===== src/rtl/regfile_mp_sb_pkg.sv =====
// regfile_pkg: shared definitions for the multi-port register file.
//   DEF_DATA_W / DEF_ADDR_W / DEF_NUM_RD : default parameter values for regfile_mp_sb
//   addr_t    : address type wide enough for any supported ADDR_W (callers zero-extend)
//   wr_hit_t  : {hit, sel1} result of the write-port match
//   wr_hit()  : tells whether an address is written this cycle and by which port
//               (port 1 wins when both ports target the same address)
package regfile_pkg;

  localparam int DEF_DATA_W = 4;
  localparam int DEF_ADDR_W = 4;
  localparam int DEF_NUM_RD = 2;
  localparam int ADDR_MAX_W = 32;

  typedef logic [ADDR_MAX_W-1:0] addr_t;

  typedef struct packed {
    logic hit;   // some enabled write port targets addr
    logic sel1;  // the stored value comes from port 1
  } wr_hit_t;

  function automatic wr_hit_t wr_hit(input addr_t addr,
                                     input logic  we0,
                                     input addr_t waddr0,
                                     input logic  we1,
                                     input addr_t waddr1);
    wr_hit_t r;
    r.sel1 = we1 && (waddr1 == addr);
    r.hit  = r.sel1 || (we0 && (waddr0 == addr));
    return r;
  endfunction

endpackage


===== src/rtl/regfile_mp_sb_scoreboard.sv =====
// regfile_scoreboard: one busy flag per register for RAW hazard detection.
//   clk, rst_n : clock, asynchronous active-low reset (all flags cleared)
//   sb_set     : issue of an instruction writing register sb_addr -> flag set
//   sb_addr    : destination register being issued
//   clr        : per-register writeback hit vector -> flag cleared
//   busy       : all busy flags
//   any_busy   : OR of all busy flags
// A set and a clear of the same register in one cycle leave it busy: the set
// belongs to a newer producer than the value being written back.
module regfile_scoreboard
  import regfile_pkg::*;
#(
  parameter int DEPTH    = 16,
  parameter int ADDR_W   = 4,
  parameter int ZERO_REG = 0
) (
  input  logic              clk,
  input  logic              rst_n,
  input  logic              sb_set,
  input  logic [ADDR_W-1:0] sb_addr,
  input  logic [DEPTH-1:0]  clr,
  output logic [DEPTH-1:0]  busy,
  output logic              any_busy
);

  logic [DEPTH-1:0] set_vec;
  logic [DEPTH-1:0] busy_q;

  always_comb begin
    set_vec = '0;
    if (sb_set) set_vec[sb_addr] = 1'b1;
    // Register 0 is hard-wired when ZERO_REG is set, so it never has a producer.
    if (ZERO_REG != 0) set_vec[0] = 1'b0;
  end

  always_ff @(posedge clk or negedge rst_n) begin
    if (!rst_n) begin
      busy_q <= '0;
    end else begin
      busy_q <= set_vec | (busy_q & ~clr);
    end
  end

  assign busy     = busy_q;
  assign any_busy = |busy_q;

endmodule


===== src/rtl/regfile_mp_sb.sv =====
// regfile_mp_sb: multi-port register file with busy scoreboard.
//   clk, rst_n          : clock, asynchronous active-low reset
//   we0/waddr0/wdata0   : write port 0 (ALU writeback)
//   we1/waddr1/wdata1   : write port 1 (load writeback), wins on address clash
//   raddr  [NUM_RD*ADDR_W] : read addresses, port i at [i*ADDR_W +: ADDR_W]
//   rdata  [NUM_RD*DATA_W] : combinational read data, port i at [i*DATA_W +: DATA_W]
//   rbusy  [NUM_RD]        : busy flag of the register each port reads
//   sb_set/sb_addr      : mark destination register busy at issue
//   any_busy            : at least one register is busy
// Build option REGFILE_BYPASS_EN: when defined, a read of an address written in
// the same cycle returns the write data (port 1 first) and reports not busy,
// unless that address is also being issued. When undefined, reads come only
// from the array and there is no combinational path from the write ports.
// While rst_n is low all read outputs are forced to 0.
module regfile_mp_sb
  import regfile_pkg::*;
#(
  parameter int DATA_W   = DEF_DATA_W,
  parameter int ADDR_W   = DEF_ADDR_W,
  parameter int NUM_RD   = DEF_NUM_RD,
  parameter int ZERO_REG = 0
) (
  input  logic                     clk,
  input  logic                     rst_n,
  input  logic                     we0,
  input  logic [ADDR_W-1:0]        waddr0,
  input  logic [DATA_W-1:0]        wdata0,
  input  logic                     we1,
  input  logic [ADDR_W-1:0]        waddr1,
  input  logic [DATA_W-1:0]        wdata1,
  input  logic [NUM_RD*ADDR_W-1:0] raddr,
  output logic [NUM_RD*DATA_W-1:0] rdata,
  output logic [NUM_RD-1:0]        rbusy,
  input  logic                     sb_set,
  input  logic [ADDR_W-1:0]        sb_addr,
  output logic                     any_busy
);

  localparam int DEPTH = 1 << ADDR_W;

  logic [DATA_W-1:0] regs [DEPTH];
  logic [DEPTH-1:0]  wr_en;
  logic [DEPTH-1:0]  wr_sel1;
  logic [DEPTH-1:0]  busy;
  addr_t             wa0;
  addr_t             wa1;

  assign wa0 = addr_t'(waddr0);
  assign wa1 = addr_t'(waddr1);

  // Write decode: one enable and one port select per register.
  always_comb begin
    wr_en   = '0;
    wr_sel1 = '0;
    for (int n = 0; n < DEPTH; n++) begin
      {wr_en[n], wr_sel1[n]} = wr_hit(addr_t'(n), we0, wa0, we1, wa1);
    end
    if (ZERO_REG != 0) begin
      wr_en[0]   = 1'b0;
      wr_sel1[0] = 1'b0;
    end
  end

  // Storage array. A write in flight when reset asserts is simply lost.
  always_ff @(posedge clk or negedge rst_n) begin
    if (!rst_n) begin
      for (int n = 0; n < DEPTH; n++) regs[n] <= '0;
    end else begin
      for (int n = 0; n < DEPTH; n++) begin
        if (wr_en[n]) regs[n] <= wr_sel1[n] ? wdata1 : wdata0;
      end
    end
  end

  regfile_scoreboard #(
    .DEPTH   (DEPTH),
    .ADDR_W  (ADDR_W),
    .ZERO_REG(ZERO_REG)
  ) u_sb (
    .clk     (clk),
    .rst_n   (rst_n),
    .sb_set  (sb_set),
    .sb_addr (sb_addr),
    .clr     (wr_en),
    .busy    (busy),
    .any_busy(any_busy)
  );

  // Read ports.
  for (genvar i = 0; i < NUM_RD; i++) begin : g_rd
    logic [ADDR_W-1:0] ra;
    logic [DATA_W-1:0] rd_val;
    logic              rd_busy;
`ifdef REGFILE_BYPASS_EN
    wr_hit_t           byp;
`endif

    assign ra = raddr[i*ADDR_W +: ADDR_W];

    always_comb begin
      rd_val  = regs[ra];
      rd_busy = busy[ra];
`ifdef REGFILE_BYPASS_EN
      byp = wr_hit(addr_t'(ra), we0, wa0, we1, wa1);
      if (byp.hit) begin
        rd_val = byp.sel1 ? wdata1 : wdata0;
        // The value being forwarded completes the old producer; only a
        // simultaneous issue to the same register keeps it marked busy.
        if (!(sb_set && (sb_addr == ra))) rd_busy = 1'b0;
      end
`endif
      if ((ZERO_REG != 0) && (ra == '0)) begin
        rd_val  = '0;
        rd_busy = 1'b0;
      end
      if (!rst_n) begin
        rd_val  = '0;
        rd_busy = 1'b0;
      end
    end

    assign rdata[i*DATA_W +: DATA_W] = rd_val;
    assign rbusy[i]                  = rd_busy;
  end

endmodule


===== config.mk =====
export PLATFORM = sky130hd
export DESIGN_NAME = regfile_mp_sb
export DESIGN_NICKNAME = d
export VERILOG_FILES = /design/src/rtl/regfile_mp_sb_pkg.sv /design/src/rtl/regfile_mp_sb_scoreboard.sv /design/src/rtl/regfile_mp_sb.sv
export SDC_FILE = /design/constraint.sdc
export NUM_CORES = 1
export LEC_CHECK = 0
export ABC_CLOCK_PERIOD_IN_PS = 3500
export BUFFER_PORTS_ARGS = -buffer_cell sky130_fd_sc_hd__buf_2
export CORE_MARGIN = 8
export CORE_UTILIZATION = 30
export DETAILED_ROUTE_END_ITERATION = 16
export PLACE_DENSITY_LB_ADDON = 0.08
export REMOVE_ABC_BUFFERS = 1
export SYNTH_ARGS = -nofsm -noshare
export SYNTH_HDL_FRONTEND = slang
export SYNTH_SLANG_ARGS = --single-unit

===== constraint.sdc =====
create_clock -name clk -period 3.5 [get_ports clk]
set_input_delay 0.35 -clock clk [delete_from_list [all_inputs] [get_ports clk]]
set_output_delay 0.35 -clock clk [all_outputs]
set_load 0.01 [all_outputs]

==> key figures, run 1 <==
CTS
  • TritonCTS clock tree: done
  • Setup fix buffers added after clock tree synthesis: 0
  • Clock latency reported for the late side of the worst-skew pair: 0.34 ns
  • Clock transition at the register clock pins on the worst setup and hold paths after CTS: 0.05 ns
  • CTS H-Tree Depth: 3
  • Number of sinks handled by clock tree synthesis: 80
  • Clock tree root driver cell: sky130_fd_sc_hd__clkbuf_16
  • Clk buf depth: 2
  • Clock buffer count from CTS: 9

Placement
  • Count of buffers from port buffering: 43
  • GPL Wtd Cong: 0.824
  • Half-perimeter wire length after placement: approximately 13000 µm
  • Placement Cell Area: 5650 µm²

Timing
  • Fin. max-slew vios: 0
  • Clock Skew: 0 ns
  • Unrepaired setup endpoints after global routing: no
  • Final clock period utilization by the worst path: around four fifths
  • Sum of negative setup slack: 0 ns
  • Maximum frequency from static timing analysis: 362 MHz
  • Worst slew pin tran: 0.867 ns
  • Final Setup Violations: 0
  • WHS: between 0.3 and 0.4 ns
  • Number of hold-slack violations in the final timing report: 0
  • Relative slew slack: 42.2%
  • Shortest period the worst path allows: about 2.8 ns

Yosys
  • Number of enable flip-flop cells after synthesis: 0
  • Area leader, netlist: sky130_fd_sc_hd__dfrtp_1
  • Post-synthesis share of cell area spent on and, or, nand and nor gates: 15.7%
  • Ranking of synthesized cells by area: sky130_fd_sc_hd__dfrtp_1, sky130_fd_sc_hd__mux2i_1, sky130_fd_sc_hd__mux4_2
  • Share of the synthesized area in compound gates (AO/OA/AOI/OAI): 12.7%
  • Flops & latches, synth: 80
  • Async SR Flop Fraction: 100%
  • Most used DFF post-synth: sky130_fd_sc_hd__dfrtp_1
  • Mean cell area of the mapped netlist: 10.2 µm²
  • Count of unique library cells instantiated by Yosys: 46
  • Number of cells produced by synthesis: 522
  • Portion of the post-synthesis area used by sequential elements: 37.7%
  • Proportion of synthesized area in mux cells: 29.4%
  • YS warnings: 0
  • Largest family of logic cells by synthesized area: multiplexers
  • Xor and xnor area share after synthesis: 0%
  • Post-synthesis adder-cell area fraction: 0%
  • Post-synth top area share: 37.7%
  • Netlist area before placement: approximately 5300 µm²

Layout
  • Antenna diode count: 0
  • Final standard cell area without fillers: between 5000 and 6000 µm²
  • Fill cell instance count of the final layout: 1802
  • Proportion of layout cells with a drive suffix above 1: a little under a fifth
  • Number of nets in the layout: about 580
  • Area delta synth->final: 11.6%

Global routing
  • Largest net degree at the start of global routing: 35
  • Initial antenna violation count: 0
  • Global-route wire length before repair: 27600 µm
  • Vias in the first global route: ~4300
  • Total track usage: 16.7%
  • GRT overflow: 0

Critical path
  • Data arrival time of the worst path: 2.42 ns
  • Max Fanout on Critical Path: 30
  • Crit Path Category: primary input to output pin
  • Crit path required time: approximately 3.2 ns
  • Crit path largest cell delay: 0.52 ns
  • Kind of start point of the critical path: primary input
  • Critical path, cell by cell: dlygate4sd3_1, buf_4, nand2_1, a21oi_1, a22oi_1, o211ai_1, buf_2
  • CP Capture Type: output pin
  • Slowest stage cell, crit path: sky130_fd_sc_hd__dlygate4sd3_1
  • Setup slack of the most critical reg-to-reg path: 2.68 ns

Pwr
  • Combinational share of power: about a quarter
  • Relative contribution of sequential cells to total power: 45.4%
  • Power spent charging and discharging nets: 961 µW
  • Switch share: 31.7%
  • Total internal power: 2.07 mW
  • Leakage: 2.41 nW
  • Peak supply drop: between 200 and 250 µV
  • Pwr dens: around 510 nW/µm²
  • Clock Power Share: 29.3%

Run status
  • Status: finished clean

Route
  • Average detailed-routed wire length per instance: 22.9 µm
  • Number of routed nets with antenna violations: 0
  • Drt via density: 5.44
  • Total DRC errors in the routed layout: 0
  • Initial drt markers: 271
  • First-pass iteration count of the detailed router: 4
  • Total Wirelength: around 18000 µm
  • Number of vias in the routed layout: 4223

Job
  • Maximum capacitance violations: 0

Floorplanning
  • Chip width: 149 µm
  • Placeable core area: 17300 µm²
  • Count of pins on the block boundary: between 40 and 50
  • Std cell rows: 48
  • Overall die area: 22200 µm²
  • Die boundary height: 149 µm
  • Starting utilization of the core area: 30.7%

Worst hold path
  • Path type of the worst min-delay path: primary input to flop
[cell families (layout without fill, tap and decap cells)]
family / after synthesis / in the layout
flip-flops: 80 / 80
multiplexers: 114 / 114
AO/OA/AOI/OAI: 111 / 111
buffers and inverters: 45 / 75
AND/OR/NAND/NOR: 172 / 172
[flip-flops by register name (all words and copies together), names as in the netlist]
name       count
regs          64
u_sb.busy     16
[power groups by stage]
stage          clock network [mW]  registers, mW  logic, mW
4_1_cts                     0.914           1.38      0.775
6_report                    0.889           1.38      0.767
2_1_floorplan                   0           1.29      0.541
3_5_place_dp                    0           1.40      0.770
3_3_place_gp                    0           1.40      0.758
5_1_grt                     0.966           1.41      0.851
[per-layer routing]
layer,global-route usage [%],vias up,part of all wire [%]
li1,-,1967,-
met1,23.2,2136,47
met2,25.3,107,45
met3,3.67,13,5.7
met4,4.95,0,1.6
met5,0,-,0
[metrics by stage]
step | util, % | total power [mW] | instances | setup slack [ns]
after floorplan | - | 1.83 | 489 | 1.81
after global placement | 32.6 | 2.16 | 761 | 0.973
after detailed placement | 32.6 | 2.17 | 761 | 0.962
after CTS | 34.3 | 3.07 | 777 | 0.748
after global routing | 34.3 | 3.23 | 777 | 0.584
final | 34.3 | 3.03 | 777 | 0.735
[synthesized netlist by cell type (3+ instances only)]
library cell               count
sky130_fd_sc_hd__a211oi_1      3
sky130_fd_sc_hd__a21oi_1      48
sky130_fd_sc_hd__a32o_1        4
sky130_fd_sc_hd__buf_2        10
sky130_fd_sc_hd__buf_4         4
sky130_fd_sc_hd__buf_6         5
sky130_fd_sc_hd__clkbuf_1     13
sky130_fd_sc_hd__dfrtp_1      80
sky130_fd_sc_hd__inv_1        12
sky130_fd_sc_hd__mux2i_1      81
sky130_fd_sc_hd__mux4_2       31
sky130_fd_sc_hd__nand2_1      49
sky130_fd_sc_hd__nand2b_1      8
sky130_fd_sc_hd__nand3_1       7
sky130_fd_sc_hd__nand3b_1      3
sky130_fd_sc_hd__nor2_1       64
sky130_fd_sc_hd__nor2_2        6
sky130_fd_sc_hd__nor2b_1      10
sky130_fd_sc_hd__nor4_1        4
sky130_fd_sc_hd__o21ai_0      29
sky130_fd_sc_hd__o221ai_1      3
sky130_fd_sc_hd__o22ai_1       6
sky130_fd_sc_hd__o22ai_2       4
sky130_fd_sc_hd__or2_1         4
[critical path: cells and delay by family]
| kind | cells | cell delay (ns) |
|---|---|---|
| AND/OR/NAND/NOR | 1 | 0.33 |
| buffers and inverters | 3 | 1.08 |
| AO/OA/AOI/OAI | 3 | 0.63 |
[final cells by class]
type                            instances  area [µm²]  share of cell area, %
Sequential cell                        80        2000                   33.8
Inverter                               12        45.0                  0.760
Multi-Input combinational cell        397        3070                   51.8
Clock buffer                           15         268                   4.52
Tap cell                              225         282                   4.75
Timing Repair Buffer                   48         258                   4.35
[final timing paths]
check	startpoint	to	cells past startpoint
worst max register to register	regs[46]	regs[46]	2
worst min register to register	regs[23]	regs[23]	2
max in group asynchronous	rst_n	u_sb.busy[2]	3
worst max-delay path	rst_n	rdata[3]	7
min in group asynchronous	rst_n	u_sb.busy[14]	2
worst min-delay path	sb_addr[0]	u_sb.busy[2]	4
[cells in the final DEF, fill, tap and decap left out, types with 3 or more instances in the layout]
cell                         n
sky130_fd_sc_hd__o22ai_2     4
sky130_fd_sc_hd__buf_4       5
sky130_fd_sc_hd__or2_1       4
sky130_fd_sc_hd__clkbuf_1    4
sky130_fd_sc_hd__dfrtp_1    80
sky130_fd_sc_hd__a211oi_1    3
sky130_fd_sc_hd__buf_2      42
sky130_fd_sc_hd__nor2b_1    10
sky130_fd_sc_hd__nand3_1     7
sky130_fd_sc_hd__o21ai_0    29
sky130_fd_sc_hd__mux2i_1    81
sky130_fd_sc_hd__o22ai_1     6
sky130_fd_sc_hd__a32o_1      4
sky130_fd_sc_hd__mux4_2     31
sky130_fd_sc_hd__nor4_1      4
sky130_fd_sc_hd__nand2b_1    8
sky130_fd_sc_hd__inv_1      12
sky130_fd_sc_hd__clkbuf_16   9
sky130_fd_sc_hd__o221ai_1    3
sky130_fd_sc_hd__nor2_1     64
sky130_fd_sc_hd__a21oi_1    48
sky130_fd_sc_hd__nand3b_1    3
sky130_fd_sc_hd__nand2_1    49
sky130_fd_sc_hd__nor2_2      6
[timing repair]
item,4_1_cts,5_1_grt
hold buffers,1,0
endpoints found under the hold margin,20,0
resized for setup,0,0
Note: power is estimated with default switching activity, not from simulation.
==> run 2: changes to the inputs <==
ABC_AREA = 1   (was default)
ABC_CLOCK_PERIOD_IN_PS = 2300   (was 3500)
clock period = 2.3 ns   (was 3.5 ns; I/O delays follow)
==> run 2 against run 1 <==
Against the previous run: global-route usage up 3.9 points; final area up 6.0%; critical endpoint is now rdata[5]; area after synthesis up 3.2%.
==> key figures, run 2 <==
Timing
  • Number of hold-slack violations in the final timing report: 0 (unchanged)
  • Unrepaired setup endpoints after global routing: no (unchanged)
  • Final Setup Violations: 0 (unchanged)
  • Relative slew slack: 56.1% (was 42.2%)
  • Clock Skew: 0 ns (unchanged)
  • Maximum frequency from static timing analysis: 500 MHz
  • Sum of negative setup slack: 0 ns (unchanged)
  • Fin. max-slew vios: 0 (unchanged)
  • Final clock period utilization by the worst path: between 80 and 90%
  • Shortest period the worst path allows: 2.00 ns
  • Worst slew pin tran: 0.653 ns (was 0.867 ns)

Global routing
  • Largest net degree at the start of global routing: 42 (was 35)
  • GRT overflow: 0 (unchanged)
  • Initial antenna violation count: 0 (unchanged)
  • Global-route wire length before repair: 34700 µm (was 27600 µm)
  • Total track usage: 20.6% (was 16.7%)
  • Vias in the first global route: 5726 (was 4314)

Yosys
  • Number of cells produced by synthesis: 845 (was 522)
  • Most used DFF post-synth: sky130_fd_sc_hd__dfrtp_1 (unchanged)
  • Largest family of logic cells by synthesized area: simple AND/OR/NAND/NOR gates (was multiplexers)
  • Xor and xnor area share after synthesis: 0% (unchanged)
  • Post-synthesis share of cell area spent on and, or, nand and nor gates: 33.0% (was 15.7%)
  • Leading cell types by count after synthesis: sky130_fd_sc_hd__nand2_1, sky130_fd_sc_hd__nand3_1, sky130_fd_sc_hd__inv_1 (was sky130_fd_sc_hd__mux2i_1, sky130_fd_sc_hd__dfrtp_1, sky130_fd_sc_hd__nor2_1)
  • Most numerous cell in the Yosys netlist: sky130_fd_sc_hd__nand2_1 (was sky130_fd_sc_hd__mux2i_1)
  • Mean cell area of the mapped netlist: 6.48 µm² (was 10.2 µm²)
  • Post-synthesis adder-cell area fraction: 0% (unchanged)
  • Count of unique library cells instantiated by Yosys: 21 (was 46)
  • Ranking of synthesized cells by area: sky130_fd_sc_hd__dfrtp_1, sky130_fd_sc_hd__nand3_1, sky130_fd_sc_hd__nand2_1 (was sky130_fd_sc_hd__dfrtp_1, sky130_fd_sc_hd__mux2i_1, sky130_fd_sc_hd__mux4_2)
  • Portion of the post-synthesis area used by sequential elements: 36.5% (was 37.7%)
  • Area leader, netlist: sky130_fd_sc_hd__dfrtp_1 (unchanged)
  • Number of enable flip-flop cells after synthesis: 0 (unchanged)
  • Netlist area before placement: 5480 µm² (was 5310 µm²)
  • Flops & latches, synth: 80 (unchanged)
  • Async SR Flop Fraction: 100% (unchanged)
  • Post-synth top area share: 36.5% (was 37.7%)
  • Proportion of synthesized area in mux cells: 0% (was 29.4%)
  • YS warnings: 0 (unchanged)
  • Share of the synthesized area in compound gates (AO/OA/AOI/OAI): 18.3% (was 12.7%)

Layout
  • Area delta synth->final: 14.6% (was 11.6%)
  • Top reg by flops: regs (unchanged)
  • Proportion of layout cells with a drive suffix above 1: 9.08% (was 19.0%)
  • Number of nets in the layout: 910 (was 581)
  • Area taken by flip-flops and latches: 2000 µm² (unchanged)
  • Antenna diode count: 0 (unchanged)
  • Max reg flops: 64 (unchanged)
  • Final std cells w/o fill: 1110 (was 777)
  • Fill cell instance count of the final layout: 2004 (was 1802)
  • Utilization after layout: 35.0% (was 34.3%)
  • Most common cell after layout, fill and taps aside: sky130_fd_sc_hd__nand2_1 (was sky130_fd_sc_hd__mux2i_1)
  • Most used cells in the layout excluding fill and tap cells: sky130_fd_sc_hd__nand2_1, sky130_fd_sc_hd__nand3_1, sky130_fd_sc_hd__inv_1 (was sky130_fd_sc_hd__mux2i_1, sky130_fd_sc_hd__dfrtp_1, sky130_fd_sc_hd__nor2_1)
  • Multi-input logic area: 2820 µm² (was 3070 µm²)

Critical path
  • R2R Path End: regs[40] (was regs[46])
  • Kind of start point of the critical path: primary input (unchanged)
  • CP Capture Type: output pin (unchanged)
  • Setup slack of the most critical reg-to-reg path: 1.53 ns (was 2.68 ns)
  • FF-to-FF path depth: 2 (unchanged)
  • Max Fanout on Critical Path: 40 (was 30)
  • Crit path required time: 2.07 ns (was 3.15 ns)
  • Data arrival time of the worst path: 1.77 ns (was 2.42 ns)
  • Crit Path Category: primary input to output pin (unchanged)
  • Origin of the critical flop-to-flop path: regs[40] (was regs[46])

Worst hold path
  • Start point of the worst hold path: sb_addr[0] (unchanged)
  • Path type of the worst min-delay path: primary input to flop (unchanged)
  • Hold Path End: u_sb.busy[7] (was u_sb.busy[2])
  • Worst hold path depth: 3 (was 4)

Job
  • Maximum capacitance violations: 0 (unchanged)

Floorplanning
  • Starting utilization of the core area: 30.5% (was 30.7%)
  • Std cell rows: 49 (was 48)
  • Chip width: 151 µm (was 149 µm)
  • Die boundary height: 151 µm (was 149 µm)
  • Placeable core area: 18000 µm² (was 17300 µm²)
  • Count of pins on the block boundary: 44 (unchanged)
  • Overall die area: 22800 µm² (was 22200 µm²)

CTS
  • Post-cts repair resize count: 0 (unchanged)
  • Clock transition at the register clock pins on the worst setup and hold paths after CTS: 0.06 ns (was 0.05 ns)
  • Number of sinks handled by clock tree synthesis: 80 (unchanged)
  • TritonCTS clock tree: done (unchanged)
  • Clk buf depth: 2 (unchanged)
  • Clock tree root driver cell: sky130_fd_sc_hd__clkbuf_16 (unchanged)
  • Clock latency reported for the late side of the worst-skew pair: 0.35 ns (was 0.34 ns)
  • CTS H-Tree Depth: 3 (unchanged)
  • Clock buffer count from CTS: 9 (unchanged)
  • CTS hold repair buffers: 1 (unchanged)
  • Setup fix buffers added after clock tree synthesis: 0 (unchanged)

Route
  • Total DRC errors in the routed layout: 0 (unchanged)
  • Total Wirelength: 23200 µm (was 17800 µm)
  • Drt via density: 5.43 (was 5.44)
  • First-pass iteration count of the detailed router: 6 (was 4)
  • Number of vias in the routed layout: 6029 (was 4223)
  • Initial drt markers: 553 (was 271)
  • Number of routed nets with antenna violations: 0 (unchanged)
  • Average detailed-routed wire length per instance: 20.9 µm (was 22.9 µm)

Pwr
  • Leakage: 3.18 nW (was 2.41 nW)
  • Pwr dens: 761 nW/µm² (was 512 nW/µm²)
  • Peak supply drop: 370 µV (was 215 µV)

Placement
  • Half-perimeter wire length after placement: 17600 µm (was 13500 µm)
  • GPL Wtd Cong: 0.893 (was 0.824)
  • Count of buffers from port buffering: 43 (unchanged)
  • Total instance count after detailed placement: 1094 (was 761)

Run status
  • Status: finished clean (unchanged)
## run 2: kinds of logic after synthesis
kind of cell,after synthesis
DFF,80
AOI/OAI and AO/OA,178
buffers and inverters,169
and+or+nand+nor,418
## run 2: worst max-delay path by stage
stage                     startpoint        to  slack [ns]  cells past startpoint
final                       raddr[4]  rdata[5]        0.30                      9
after global routing        raddr[4]  rdata[5]        0.19                      9
after CTS                   raddr[4]  rdata[5]        0.33                      9
after detailed placement    raddr[4]  rdata[5]        0.33                      9
after global placement      raddr[4]  rdata[7]        0.33                      9
after floorplan             raddr[0]  rdata[1]        0.84                      6
## run 2: per-layer routing
layer	GRT usage, %	wire length (µm)	vias up
met2	30.8	10100	240
li1	-	-	2860
met3	4.15	1600	41
met4	7.77	688	0
met5	0	0	-
met1	28.6	10700	2888
## run 2: critical path: stages
cell and delay [ns]:
sky130_fd_sc_hd__buf_2 0.36, sky130_fd_sc_hd__inv_1 0.14, sky130_fd_sc_hd__buf_12 0.20, sky130_fd_sc_hd__nand2_1 0.07, sky130_fd_sc_hd__nand3_1 0.06, sky130_fd_sc_hd__nand3_1 0.14
sky130_fd_sc_hd__nand3_1 0.10, sky130_fd_sc_hd__a21oi_1 0.26, sky130_fd_sc_hd__buf_2 0.19
## run 2: cell type report
cell class	instances	area share, %
clock inverter	4	0.717
clock buffer	11	3.86
sequential	80	31.9
tap	229	4.56
inverter	129	7.71
multi-input combinational	596	44.8
timing repair buffer	61	6.45
## run 2: where the power goes
part / switching, mW / total [mW] / internal, mW
clock: 0.594 / 1.45 / 0.859
sequential: 0.106 / 1.86 / 1.75
combinational: 1.02 / 1.47 / 0.451
total: 1.72 / 4.78 / 3.06
## run 2: through the flow
step / hold slack, ns / setup slack (ns) / cell area [µm²] / power (mW)
3_3_place_gp: 0.347 / 0.330 / 5980 / 3.32
6_report: 0.203 / 0.299 / 6280 / 4.78
4_1_cts: 0.200 / 0.328 / 6280 / 4.81
5_1_grt: 0.205 / 0.186 / 6280 / 5.07
2_1_floorplan: -0.0656 / 0.844 / 5300 / 2.74
3_5_place_dp: 0.353 / 0.329 / 5980 / 3.34
